**config.mk**
```make
export PLATFORM = sky130hd
export DESIGN_NAME = id_ex_pipe
export DESIGN_NICKNAME = d
export VERILOG_FILES = /design/src/rtl/cpu_pkg.sv /design/src/rtl/load_use_detect.sv /design/src/rtl/id_ex_pipe.sv
export SDC_FILE = /design/constraint.sdc
export NUM_CORES = 1
export LEC_CHECK = 0
export BUFFER_PORTS_ARGS = -buffer_cell sky130_fd_sc_hd__buf_2
export CORE_MARGIN = 10
export CORE_UTILIZATION = 45
export DETAILED_ROUTE_END_ITERATION = 10
export GPL_TIMING_DRIVEN = 0
export PLACE_DENSITY = 0.87
export RECOVER_POWER = 25
export SKIP_LAST_GASP = 1
export SLEW_MARGIN = 20
export SYNTH_ARGS = -nofsm -noshare
export SYNTH_HDL_FRONTEND = slang
export SYNTH_SLANG_ARGS = --single-unit
```
**constraint.sdc**
```tcl
create_clock -name clk_i -period 1.3 [get_ports clk_i]
set_clock_uncertainty 0.05 [all_clocks]
set_input_delay 0.26 -clock clk_i [delete_from_list [all_inputs] [get_ports clk_i]]
set_output_delay 0.26 -clock clk_i [all_outputs]
set_load 0.05 [all_outputs]
```
**src/rtl/cpu_pkg.sv**
```systemverilog
// Shared definitions for the 5-stage MIPS core: opcodes, ALU op codes and the
// decoder control bundle layout consumed by the ID/EX register.
package cpu_pkg;

  localparam int unsigned CTRL_W = 14;

  localparam logic [5:0] OP_R    = 6'b000000;
  localparam logic [5:0] OP_ADDI = 6'b001000;
  localparam logic [5:0] OP_SLTI = 6'b001010;
  localparam logic [5:0] OP_BEQ  = 6'b000100;
  localparam logic [5:0] OP_BNE  = 6'b000101;
  localparam logic [5:0] OP_BGE  = 6'b000001;
  localparam logic [5:0] OP_BGT  = 6'b000111;
  localparam logic [5:0] OP_LW   = 6'b100011;
  localparam logic [5:0] OP_SW   = 6'b101011;

  localparam logic [2:0] ALU_ADD    = 3'b000;
  localparam logic [2:0] ALU_SLTI   = 3'b001;
  localparam logic [2:0] ALU_RTYPE  = 3'b010;
  localparam logic [2:0] ALU_BRANCH = 3'b100;

  localparam int unsigned CTRL_REG_WRITE  = 13;
  localparam int unsigned CTRL_ALU_OP_HI  = 12;
  localparam int unsigned CTRL_ALU_OP_LO  = 10;
  localparam int unsigned CTRL_ALU_SRC    = 9;
  localparam int unsigned CTRL_REG_DST    = 8;
  localparam int unsigned CTRL_BEQ        = 7;
  localparam int unsigned CTRL_BNE        = 6;
  localparam int unsigned CTRL_BGE        = 5;
  localparam int unsigned CTRL_BGT        = 4;
  localparam int unsigned CTRL_MEM_READ   = 3;
  localparam int unsigned CTRL_MEM_WRITE  = 2;
  localparam int unsigned CTRL_MEM_TO_REG = 1;
  localparam int unsigned CTRL_PAD0       = 0;

  // Field order matches the bit positions above (MSB first).
  typedef struct packed {
    logic       reg_write;
    logic [2:0] alu_op;
    logic       alu_src;
    logic       reg_dst;
    logic       beq;
    logic       bne;
    logic       bge;
    logic       bgt;
    logic       mem_read;
    logic       mem_write;
    logic       mem_to_reg;
    logic       pad0;
  } ctrl_t;

endpackage

```
**src/rtl/load_use_detect.sv**
```systemverilog
// Combinational load-use hazard detector: a load in EX whose destination (rt)
// is read by the instruction in ID. Register 0 never hazards.
module load_use_detect #(
  parameter int unsigned REG_AW = 5
) (
  input  logic              ex_mem_read,
  input  logic              ex_valid,
  input  logic [REG_AW-1:0] ex_rt,
  input  logic [REG_AW-1:0] id_rs,
  input  logic [REG_AW-1:0] id_rt,
  output logic              lu
);

  always_comb begin
    lu = ex_mem_read && ex_valid && (ex_rt != '0) &&
         ((ex_rt == id_rs) || (ex_rt == id_rt));
  end

endmodule

```
**src/rtl/id_ex_pipe.sv**
```systemverilog
// ID/EX pipeline register with bubble insertion on flush and load-use hazards.
// Load-use detection is built only when ID_EX_HAZARD_DETECT_EN is defined.
module id_ex_pipe
  import cpu_pkg::*;
#(
  parameter int unsigned DATA_W = 32,
  parameter int unsigned REG_AW = 5
) (
  input  logic              clk_i,
  input  logic              rst_i,
  input  logic              flush_i,
  input  logic              stall_i,
  input  logic [CTRL_W-1:0] id_ctrl_i,
  input  logic [DATA_W-1:0] id_pc4_i,
  input  logic [DATA_W-1:0] id_rs_data_i,
  input  logic [DATA_W-1:0] id_rt_data_i,
  input  logic [DATA_W-1:0] id_imm_i,
  input  logic [5:0]        id_funct_i,
  input  logic [REG_AW-1:0] id_rs_i,
  input  logic [REG_AW-1:0] id_rt_i,
  input  logic [REG_AW-1:0] id_rd_i,
  output logic [CTRL_W-1:0] ex_ctrl_o,
  output logic [DATA_W-1:0] ex_pc4_o,
  output logic [DATA_W-1:0] ex_rs_data_o,
  output logic [DATA_W-1:0] ex_rt_data_o,
  output logic [DATA_W-1:0] ex_imm_o,
  output logic [5:0]        ex_funct_o,
  output logic [REG_AW-1:0] ex_rs_o,
  output logic [REG_AW-1:0] ex_rt_o,
  output logic [REG_AW-1:0] ex_rd_o,
  output logic              ex_valid_o,
  output logic              pc_write_o,
  output logic              ifid_write_o
);

  ctrl_t             ctrl_q;
  logic [DATA_W-1:0] pc4_q;
  logic [DATA_W-1:0] rs_data_q;
  logic [DATA_W-1:0] rt_data_q;
  logic [DATA_W-1:0] imm_q;
  logic [5:0]        funct_q;
  logic [REG_AW-1:0] rs_q;
  logic [REG_AW-1:0] rt_q;
  logic [REG_AW-1:0] rd_q;
  logic              valid_q;
  logic              lu;

`ifdef ID_EX_HAZARD_DETECT_EN
  load_use_detect #(
    .REG_AW (REG_AW)
  ) u_load_use_detect (
    .ex_mem_read (ctrl_q.mem_read),
    .ex_valid    (valid_q),
    .ex_rt       (rt_q),
    .id_rs       (id_rs_i),
    .id_rt       (id_rt_i),
    .lu          (lu)
  );
`else
  assign lu = 1'b0;
`endif

  // Bubbles clear every field so stale addresses never reach forwarding.
  always_ff @(posedge clk_i) begin
    if (rst_i || (!stall_i && (flush_i || lu))) begin
      ctrl_q    <= '0;
      pc4_q     <= '0;
      rs_data_q <= '0;
      rt_data_q <= '0;
      imm_q     <= '0;
      funct_q   <= '0;
      rs_q      <= '0;
      rt_q      <= '0;
      rd_q      <= '0;
      valid_q   <= 1'b0;
    end else if (!stall_i) begin
      ctrl_q    <= ctrl_t'(id_ctrl_i);
      pc4_q     <= id_pc4_i;
      rs_data_q <= id_rs_data_i;
      rt_data_q <= id_rt_data_i;
      imm_q     <= id_imm_i;
      funct_q   <= id_funct_i;
      rs_q      <= id_rs_i;
      rt_q      <= id_rt_i;
      rd_q      <= id_rd_i;
      valid_q   <= 1'b1;
    end
  end

  // A flush discards the ID instruction, so it must never freeze the front end.
  always_comb begin
    pc_write_o   = !stall_i && (flush_i || !lu);
    ifid_write_o = !stall_i && (flush_i || !lu);
  end

  assign ex_ctrl_o    = CTRL_W'(ctrl_q);
  assign ex_pc4_o     = pc4_q;
  assign ex_rs_data_o = rs_data_q;
  assign ex_rt_data_o = rt_data_q;
  assign ex_imm_o     = imm_q;
  assign ex_funct_o   = funct_q;
  assign ex_rs_o      = rs_q;
  assign ex_rt_o      = rt_q;
  assign ex_rd_o      = rd_q;
  assign ex_valid_o   = valid_q;

endmodule

```
Word level (Yosys, flattened, before mapping)
Cells that the tools add are included.
- output and inout port bits: 166
- latch bits: 0
- bits in writable memories: 0
- input port bits: 167
- word-level logic and storage cells: 24
- register bits: 164
- memories: 0
- bits in read-only memories: 0
- magnitude comparators: 0
- multipliers: 0
- reduce and logical (&&, ||, !) cells: 3
- multiplexer cells: 0
- divide/modulo/power cells: 0
- add/sub/neg operators: 0
- eq/ne operators: 0
- bitwise logic cells: 0
- shift-type cells: 0
- operators by type and width (operator ; number):
    $logic_and 1x1->1 ; 1
    $logic_not 1->1 ; 1
    $logic_or 1x1->1 ; 1

Longest topological paths before layout
Gate-level depths: netlist of the first run.
- depth in word-level cells: 3
- mapped depth: 5
- depth with buffers taken out: 2

Worst setup path after synthesis of the first run
No wires, ideal clock.
- path kind: input port to output port
- from: input port stall_i
- to: output port pc_write_o
- required time: 990 ps
- arrival: 1033 ps
- slack: -43 ps
- stages: 3
- path through: buf_2 -> inv_1 -> buf_4
- word-level cells in the longest chain between the ends: 1
- ends and longest elaborated chain (item ; line ; source):
    from (decl) ; id_ex_pipe.sv:12 ; input logic stall_i,
    $logic_not 1->1 ; n/a ;
    to (decl) ; id_ex_pipe.sv:32 ; output logic pc_write_o,
No other way between the ends.

Worst setup path after layout of the first run
- from: register imm_q[4] (netlist: ex_imm_o[4])
- to: output port ex_imm_o[4]
- RTL lines (item ; line ; source):
    from (decl) ; id_ex_pipe.sv:40 ; logic [DATA_W-1:0] imm_q;
    from (signal assigned) ; id_ex_pipe.sv:81 ; imm_q <= id_imm_i;
    to (decl) ; id_ex_pipe.sv:26 ; output logic [DATA_W-1:0] ex_imm_o,
No word-level cell between the ends.

==> metrics.log, run 1 <==
[metrics] first-pass iteration count of the detailed router: 5
[metrics] area leader, netlist: sky130_fd_sc_hd__dfxtp_1
[metrics] most used standard cells in the synthesized netlist: sky130_fd_sc_hd__dfxtp_1, sky130_fd_sc_hd__inv_1, sky130_fd_sc_hd__nand2_1, sky130_fd_sc_hd__o32ai_1, sky130_fd_sc_hd__o32ai_2
[metrics] total routed wirelength: 26520 um
[metrics] logic gate share of total power: 17.9%
[metrics] global-route usage over all layers: 22.69%
[metrics] CTS tree: built
[metrics] layout cells sized above 1: 44.92%
[metrics] number of DRC markers after the initial detailed-route iteration: 557
[metrics] master of the slowest instance on the critical path: sky130_fd_sc_hd__dfxtp_1
[metrics] fraction of registers with async set or reset after synthesis: 0%
[metrics] per-instance average area after synthesis: 9.369 um^2
[metrics] count of final setup violators: 0
[metrics] detailed-route vias per instance: 5.450
[metrics] count of input and output buffers: between 300 and 400
[metrics] leading register cell type out of synthesis: sky130_fd_sc_hd__dfxtp_1
[metrics] clock-pin slew on the worst setup and hold paths: 70 ps
[metrics] Post-DRT Antenna Nets: 0
[metrics] number of instances in the synthesized netlist: 730
[metrics] DIE AREA: 0.02053 mm^2
[metrics] half-perimeter wire length after detailed placement: 17900 um
[metrics] max incr delay on CP: between 300 and 400 ps
[metrics] final count of hold timing violations: 0
[metrics] Yosys top cell area share: 48.01%
[metrics] proportion of power drawn by flip-flops and latches: 40.9%
[metrics] die outline height: 143.3 um
[metrics] initial antenna violation count: 0
[metrics] antenna cell count: 0
[metrics] number of core rows: 45
[metrics] largest net degree at the start of global routing: 17
[metrics] total congestion overflow: 0
[metrics] source of the worst hold timing path: id_rt_data_i[20]
[metrics] switching power as a share of total power: about 29%
[metrics] Starting Density: 45.49%
[metrics] Hold Crit Class: input pin to register
[metrics] cell types occupying the most area after synthesis: sky130_fd_sc_hd__dfxtp_1, sky130_fd_sc_hd__o32ai_2, sky130_fd_sc_hd__o32ai_1
[metrics] fraction of the cycle the final worst path needs: 99.83%
[metrics] number of buffers created by CTS: 17
[metrics] Final GP Congestion: ~0.86
[metrics] number of max-slew violations in the final report: 0
[metrics] yosys synthesis warning count: 0
[metrics] critical path capture point type: primary output
[metrics] source-to-sink clock delay at the later pin of the worst-skew pair: 420 ps
[metrics] Data required, critical path: ~990 ps
[metrics] number of standard cells in the layout, taps in and fillers out: 1281
[metrics] max-cap violation count: 0
[metrics] clock share of power: about two fifths
[metrics] number of top-level pins: approximately 330
[metrics] core area: between 0.015 and 0.02 mm^2
[metrics] startpoint of the most critical setup path: ex_imm_o[4]
[metrics] synth unique cells: 13
[metrics] Levels on crit path: 1
[metrics] first-pass GRT wire length: between 30000 and 40000 um
[metrics] vias post-DR: between 6000 and 7000
[metrics] H-tree level count: 4
[metrics] launch instance of the worst register-to-register path: ex_imm_o[4]
[metrics] f_max: ~770 MHz
[metrics] via count of the first global-routing pass: between 7000 and 8000
[metrics] number of inserted filler cells in the final layout: 1010
[metrics] Fin Hold WS: 38.33 ps
[metrics] Slew headroom: 54.45%
[metrics] buffers from clock root to sink, at most: 2
[metrics] reported net switching power: 3.790 mW
[metrics] setup fix buffers added after clock tree synthesis: 0
[metrics] crit path max fanout: 2
[metrics] proportion of synthesized chip area in sequential cells: about half
[metrics] number of enable flip-flop cells after synthesis: 0
[metrics] critical-path cell list: buf_6
[metrics] pwr dens: 1283 mW/mm^2
[metrics] Worst Path Arrival: 990 ps
[metrics] post-synthesis instance area: around 0.0068 mm^2
[metrics] final critical-path required period: 1298 ps
[metrics] status: finished, final reports clean
[metrics] Post-route DRC: 0
[metrics] post-placement cell count: 1249
[metrics] Worst Max-Slew Pin Slew: around 680 ps
[metrics] flops & latches, synth: 164
[metrics] total number of clock tree sinks: 164
[metrics] Reg2Reg Depth: 2
[metrics] detailed-route wire length per cell: around 21 um
[metrics] net count after synthesis: roughly 900
[metrics] number of buffers and inverters on the critical path: 1
[metrics] cell internal power dissipation: 9.391 mW
[metrics] Nets: 1248
[metrics] standby leakage power: 4.697 nW
[metrics] cell depth of the worst hold path: 3
[metrics] clock root buffer: sky130_fd_sc_hd__clkbuf_16
[metrics] x dimension of the die: about 140 um
[metrics] worst vdd ir: 0.0008409 V
[metrics] area added between synthesis and finish: 50.26%
[metrics] CP delay by family, top: flip-flops
[metrics] power after layout: 13.18 mW
[metrics] element type at the critical path start: register
[metrics] start-to-end type of the worst setup path: register to primary output
power groups by stage:
stage / registers (mW) / logic (mW) / clock network, mW
4_1_cts: 5.35 / 2.26 / 5.46
3_3_place_gp: 5.43 / 2.09 / 0
6_report: 5.39 / 2.36 / 5.43
3_5_place_dp: 5.44 / 2.12 / 0
2_1_floorplan: 6.13 / 0.737 / 0
5_1_grt: 5.40 / 2.48 / 5.64
metal layers:
| layer | vias to the layer above | part of all wire, % | global-route usage [%] |
|---|---|---|---|
| met1 | 3367 | 36 | 23.36 |
| met5 | - | 0 | 0 |
| met2 | 379 | 51 | 40.57 |
| met4 | 0 | 2.6 | 8.598 |
| met3 | 53 | 10 | 8.934 |
| li1 | 3183 | - | - |
sequential cells by signal (all words and copies together) (netlist names), 6 cells and up:
name          cells
ex_imm_o         32
ex_rs_data_o     32
ex_funct_o        6
ex_pc4_o         32
ex_rt_data_o     32
ex_ctrl_o        14
path summary, 6_finish.rpt:
path	endpoint	slack (ps)
worst max register to register	ex_imm_o[4]	490
worst min-delay path	ex_rt_data_o[20]	40
worst min register to register	ex_imm_o[29]	440
worst max-delay path	ex_imm_o[4]	2
what timing repair did:
action | 4_1_cts | 5_1_grt
gates cloned | 0 | 0
endpoints found under the hold margin | 1 | 0
endpoints found under the setup margin | 167 | 105
hold buffers | 1 | 0
gates resized for setup | 200 | 124
pin swaps | 0 | 0
layout by cell type (no fill, tap or decap):
| master | Yosys | layout |
|---|---|---|
| sky130_fd_sc_hd__dlygate4sd3_1 | 0 | 1 |
| sky130_fd_sc_hd__dfxtp_2 | 0 | 37 |
| sky130_fd_sc_hd__bufinv_16 | 0 | 4 |
| sky130_fd_sc_hd__buf_4 | 1 | 45 |
| sky130_fd_sc_hd__clkbuf_8 | 0 | 2 |
| sky130_fd_sc_hd__nand2_1 | 163 | 163 |
| sky130_fd_sc_hd__clkinv_2 | 0 | 2 |
| sky130_fd_sc_hd__clkbuf_4 | 0 | 1 |
| sky130_fd_sc_hd__o32ai_2 | 70 | 69 |
| sky130_fd_sc_hd__o32ai_1 | 93 | 94 |
| sky130_fd_sc_hd__inv_6 | 0 | 3 |
| sky130_fd_sc_hd__buf_1 | 8 | 8 |
| sky130_fd_sc_hd__dfxtp_1 | 164 | 127 |
| sky130_fd_sc_hd__clkinvlp_4 | 0 | 2 |
| sky130_fd_sc_hd__buf_6 | 8 | 128 |
| sky130_fd_sc_hd__nor2b_1 | 1 | 1 |
| sky130_fd_sc_hd__or2_1 | 1 | 1 |
| sky130_fd_sc_hd__buf_2 | 14 | 178 |
| sky130_fd_sc_hd__a211oi_1 | 1 | 1 |
| sky130_fd_sc_hd__clkbuf_2 | 0 | 2 |
| sky130_fd_sc_hd__inv_1 | 164 | 163 |
| sky130_fd_sc_hd__clkbuf_16 | 0 | 17 |
| sky130_fd_sc_hd__clkinv_4 | 0 | 1 |
| sky130_fd_sc_hd__clkbuf_1 | 42 | 43 |
kinds of logic (layout without fill, tap and decap cells):
kind of cell           after synthesis  after routing  share of synthesized area [%]
buffers and inverters              237            600                          14.20
AND/OR/NAND/NOR                    165            165                          9.129
AO/OA/AOI/OAI                      164            164                          28.67
flip-flops                         164            164                          48.01
through the flow:
stage | util (%) | setup TNS [ps] | setup slack (ps) | area (um^2)
after floorplan | - | 0 | 21.72 | 6847
after global placement | 58.13 | -42200 | -344.4 | 8738
after detailed placement | 58.13 | -51620 | -447.5 | 8738
after CTS | 65.88 | -58.19 | -58.19 | 9905
after global routing | 68.36 | -123.4 | -20.09 | 10280
final | 68.36 | 0 | 2.238 | 10280
worst min-delay path, stage by stage:
cell and delay, ps:
sky130_fd_sc_hd__buf_2 90, sky130_fd_sc_hd__inv_1 40, sky130_fd_sc_hd__o32ai_1 70
cell type report:
class	count	area, um^2	area share [%]
sequential	164	3329	32.40
multi-input combinational	329	2577	25.08
timing repair buffer	332	2530	24.62
inverter	164	619.3	6.027
clock buffer	20	456.7	4.444
buffer	73	355.3	3.458
tap	188	235.2	2.289
clock inverter	11	172.7	1.680
No activity file was read; power rests on OpenSTA's default activity.
==> run 2, diff against run 1 <==
--- a/config.mk
+++ b/config.mk
@@ -6,6 +6,7 @@
 export NUM_CORES = 1
 export LEC_CHECK = 0
 export BUFFER_PORTS_ARGS = -buffer_cell sky130_fd_sc_hd__buf_2
+export CORE_ASPECT_RATIO = 0.8
 export CORE_MARGIN = 10
 export CORE_UTILIZATION = 45
 export DETAILED_ROUTE_END_ITERATION = 10
==> run 2 against run 1 <==
  * The run now ends with setup timing left
  * Sequential power about the same
  * Fmax decreased by 1.5%
  * Non-clock buffer count unchanged
  * First-iteration DRC count decreased by 19%
  * Highest routed layer unchanged
==> metrics.log, run 2 (synthesis results as in run 1) <==
[metrics] multi-input gate area in the final layout: 0.002547 mm^2 (-1.2%)
[metrics] clock root buffer: sky130_fd_sc_hd__clkbuf_16
[metrics] post-placement cell count: 1250 (+0.080%)
[metrics] global-route usage over all layers: 23.29% (+0.60 points)
[metrics] Final GP Congestion: 0.8792 (+2.8%)
[metrics] number of buffers created by CTS: 17 (unchanged)
[metrics] CP delay by family, top: flip-flops
[metrics] source-to-sink clock delay at the later pin of the worst-skew pair: 420 ps (about the same)
[metrics] f_max: 759.0 MHz (-1.5%)
[metrics] Nets: 1248 (unchanged)
[metrics] H-tree level count: 4 (unchanged)
[metrics] detailed-route vias per instance: 5.506 (+1.0%)
[metrics] fraction of the cycle the final worst path needs: 101.3% (+1.5 points)
[metrics] antenna cell count: 0 (unchanged)
[metrics] RSZ-0062 raised after global routing: true
[metrics] Post-route DRC: 0 (unchanged)
[metrics] x dimension of the die: 157.8 um (+10%)
[metrics] half-perimeter wire length after detailed placement: 18210 um (+1.7%)
[metrics] crit path max fanout: 2 (unchanged)
[metrics] first-pass GRT wire length: 37670 um (+1.9%)
[metrics] Data required, critical path: 990 ps (about the same)
[metrics] buffers from clock root to sink, at most: 2 (unchanged)
[metrics] standby leakage power: 4.735 nW (+0.82%)
[metrics] count of final setup violators: 1 (+1)
[metrics] proportion of power drawn by flip-flops and latches: 40.7% (-0.2 points)
[metrics] DIE AREA: 0.02056 mm^2 (+0.15%)
[metrics] max incr delay on CP: 400 ps (+20 ps)
[metrics] number of buffers and inverters on the critical path: 1 (unchanged)
[metrics] number of core rows: 40 (-11%)
[metrics] Hold Crit Class: input pin to register
[metrics] status: complete, but fails checks
[metrics] worst-case setup slack after placement: -470.5 ps (-22.94 ps)
[metrics] largest net degree at the start of global routing: 17 (unchanged)
[metrics] reported net switching power: 3.896 mW (+2.8%)
[metrics] PnR worst setup slack: -17.50 ps (-19.74 ps)
[metrics] number of inserted filler cells in the final layout: 1016 (+0.59%)
[metrics] number of max-slew violations in the final report: 0 (unchanged)
[metrics] Slew headroom: 52.66% (-1.8 points)
[metrics] critical-path cell list: buf_6
[metrics] switching power as a share of total power: 29.34% (+0.59 points)
[metrics] Fin Hold WS: 33.26 ps (-5.069 ps)
[metrics] number of DRC markers after the initial detailed-route iteration: 451 (-19%)
[metrics] core area: 0.01496 mm^2 (-0.46%)
[metrics] total routed wirelength: 27340 um (+3.1%)
[metrics] clock share of power: 41.3% (about the same)
[metrics] vias post-DR: 7064 (+1.2%)
[metrics] start-to-end type of the worst setup path: register to primary output
[metrics] logic gate share of total power: 17.9% (about the same)
[metrics] Reg area: 0.003374 mm^2 (+1.4%)
[metrics] Worst Max-Slew Pin Slew: 710.2 ps (+26.91 ps)
[metrics] leading cell type in the layout, fill and taps excluded: sky130_fd_sc_hd__buf_2
[metrics] final critical-path required period: 1318 ps (+19.74 ps)
[metrics] Starting Density: 45.70% (+0.21 points)
[metrics] clock-pin slew on the worst setup and hold paths: 70 ps (about the same)
[metrics] power after layout: 13.28 mW (+0.73%)
[metrics] die outline height: 130.3 um (-9.1%)
[metrics] total congestion overflow: 0 (unchanged)
[metrics] max-cap violation count: 0 (unchanged)
[metrics] element type at the critical path start: register
[metrics] count of input and output buffers: 331 (unchanged)
[metrics] summed negative setup slack over all endpoints: -17.50 ps (-17.50 ps)
[metrics] total number of clock tree sinks: 164 (unchanged)
[metrics] critical path capture point type: primary output
[metrics] Post-DRT Antenna Nets: 0 (unchanged)
[metrics] area added between synthesis and finish: 51.81%
[metrics] CTS tree: built
[metrics] via count of the first global-routing pass: 7072 (unchanged)
[metrics] detailed-route wire length per cell: 21.31 um (+2.9%)
[metrics] final count of hold timing violations: 0 (unchanged)
[metrics] number of top-level pins: 333 (unchanged)
[metrics] layout cells sized above 1: 48.08% (+3.2 points)
[metrics] initial antenna violation count: 0 (unchanged)
[metrics] violations in the final reports: setup timing
[metrics] worst vdd ir: 0.0008533 V (+1.5%)
[metrics] pwr dens: 1279 mW/mm^2 (-0.30%)
[metrics] setup fix buffers added after clock tree synthesis: 0 (unchanged)
[metrics] first-pass iteration count of the detailed router: 5 (unchanged)
[metrics] most frequent cells in the layout: sky130_fd_sc_hd__buf_2, sky130_fd_sc_hd__inv_1, sky130_fd_sc_hd__nand2_1
[metrics] Worst Path Arrival: 1010 ps (+20 ps)
[metrics] cell internal power dissipation: 9.381 mW (about the same)
[metrics] master of the slowest instance on the critical path: sky130_fd_sc_hd__dfxtp_1
[metrics] number of standard cells in the layout, taps in and fillers out: 1283 (+0.16%)
==> run 2: worst reg2reg max path, cell delays in order, from the launching register on <==
cell                      delay (ps)
sky130_fd_sc_hd__dfxtp_1         350
sky130_fd_sc_hd__nand2_1          80
sky130_fd_sc_hd__o32ai_1         210
==> run 2: power groups by stage <==
stage	combinational (mW)	sequential [mW]	clock, mW
final	2.38	5.40	5.49
after global routing	2.50	5.42	5.72
after CTS	2.28	5.35	5.53
after detailed placement	2.12	5.44	0
after global placement	2.09	5.43	0
after floorplan	0.737	6.13	0
==> run 2: routing by layer <==
metal | track usage (%) | wire [um] | part of all wire, %
met3 | 8.454 | 2534 | 9.3
met2 | 40.83 | 14180 | 52
met1 | 24.97 | 9856 | 36
met5 | 0 | 0 | 0
met4 | 9.660 | 762 | 2.8
==> run 2: cell type report <==
class,instances,area share [%]
sequential,164,32.50
timing repair buffer,332,25.13
inverter,164,5.965
clock buffer,18,4.230
buffer,73,3.471
multi-input combinational,329,24.54
clock inverter,14,1.892
tap,189,2.278
==> run 2: path summary, 6_finish.rpt <==
kind,slack (ps),cells past startpoint,endpoint,from
min,30,3,ex_funct_o[0],id_funct_i[0]
min reg2reg,440,2,ex_rt_data_o[17],ex_rt_data_o[17]
max reg2reg,490,2,ex_imm_o[22],ex_imm_o[22]
max,-20,1,ex_rs_data_o[31],ex_rs_data_o[31]
==> run 2: what timing repair did <==
action | in CTS | in global routing
endpoints found under the hold margin | 1 | 0
endpoints found under the setup margin | 175 | 143
pin swaps | 0 | 0
hold buffers | 1 | 0
gates resized for setup | 217 | 166
==> run 2: stage by stage <==
stage               area (um^2)  util, %
floorplan                  6847        -
finish                    10380    69.38
CTS                        9978    66.68
global route              10380    69.38
detailed placement         8740    58.40
global placement           8740    58.40
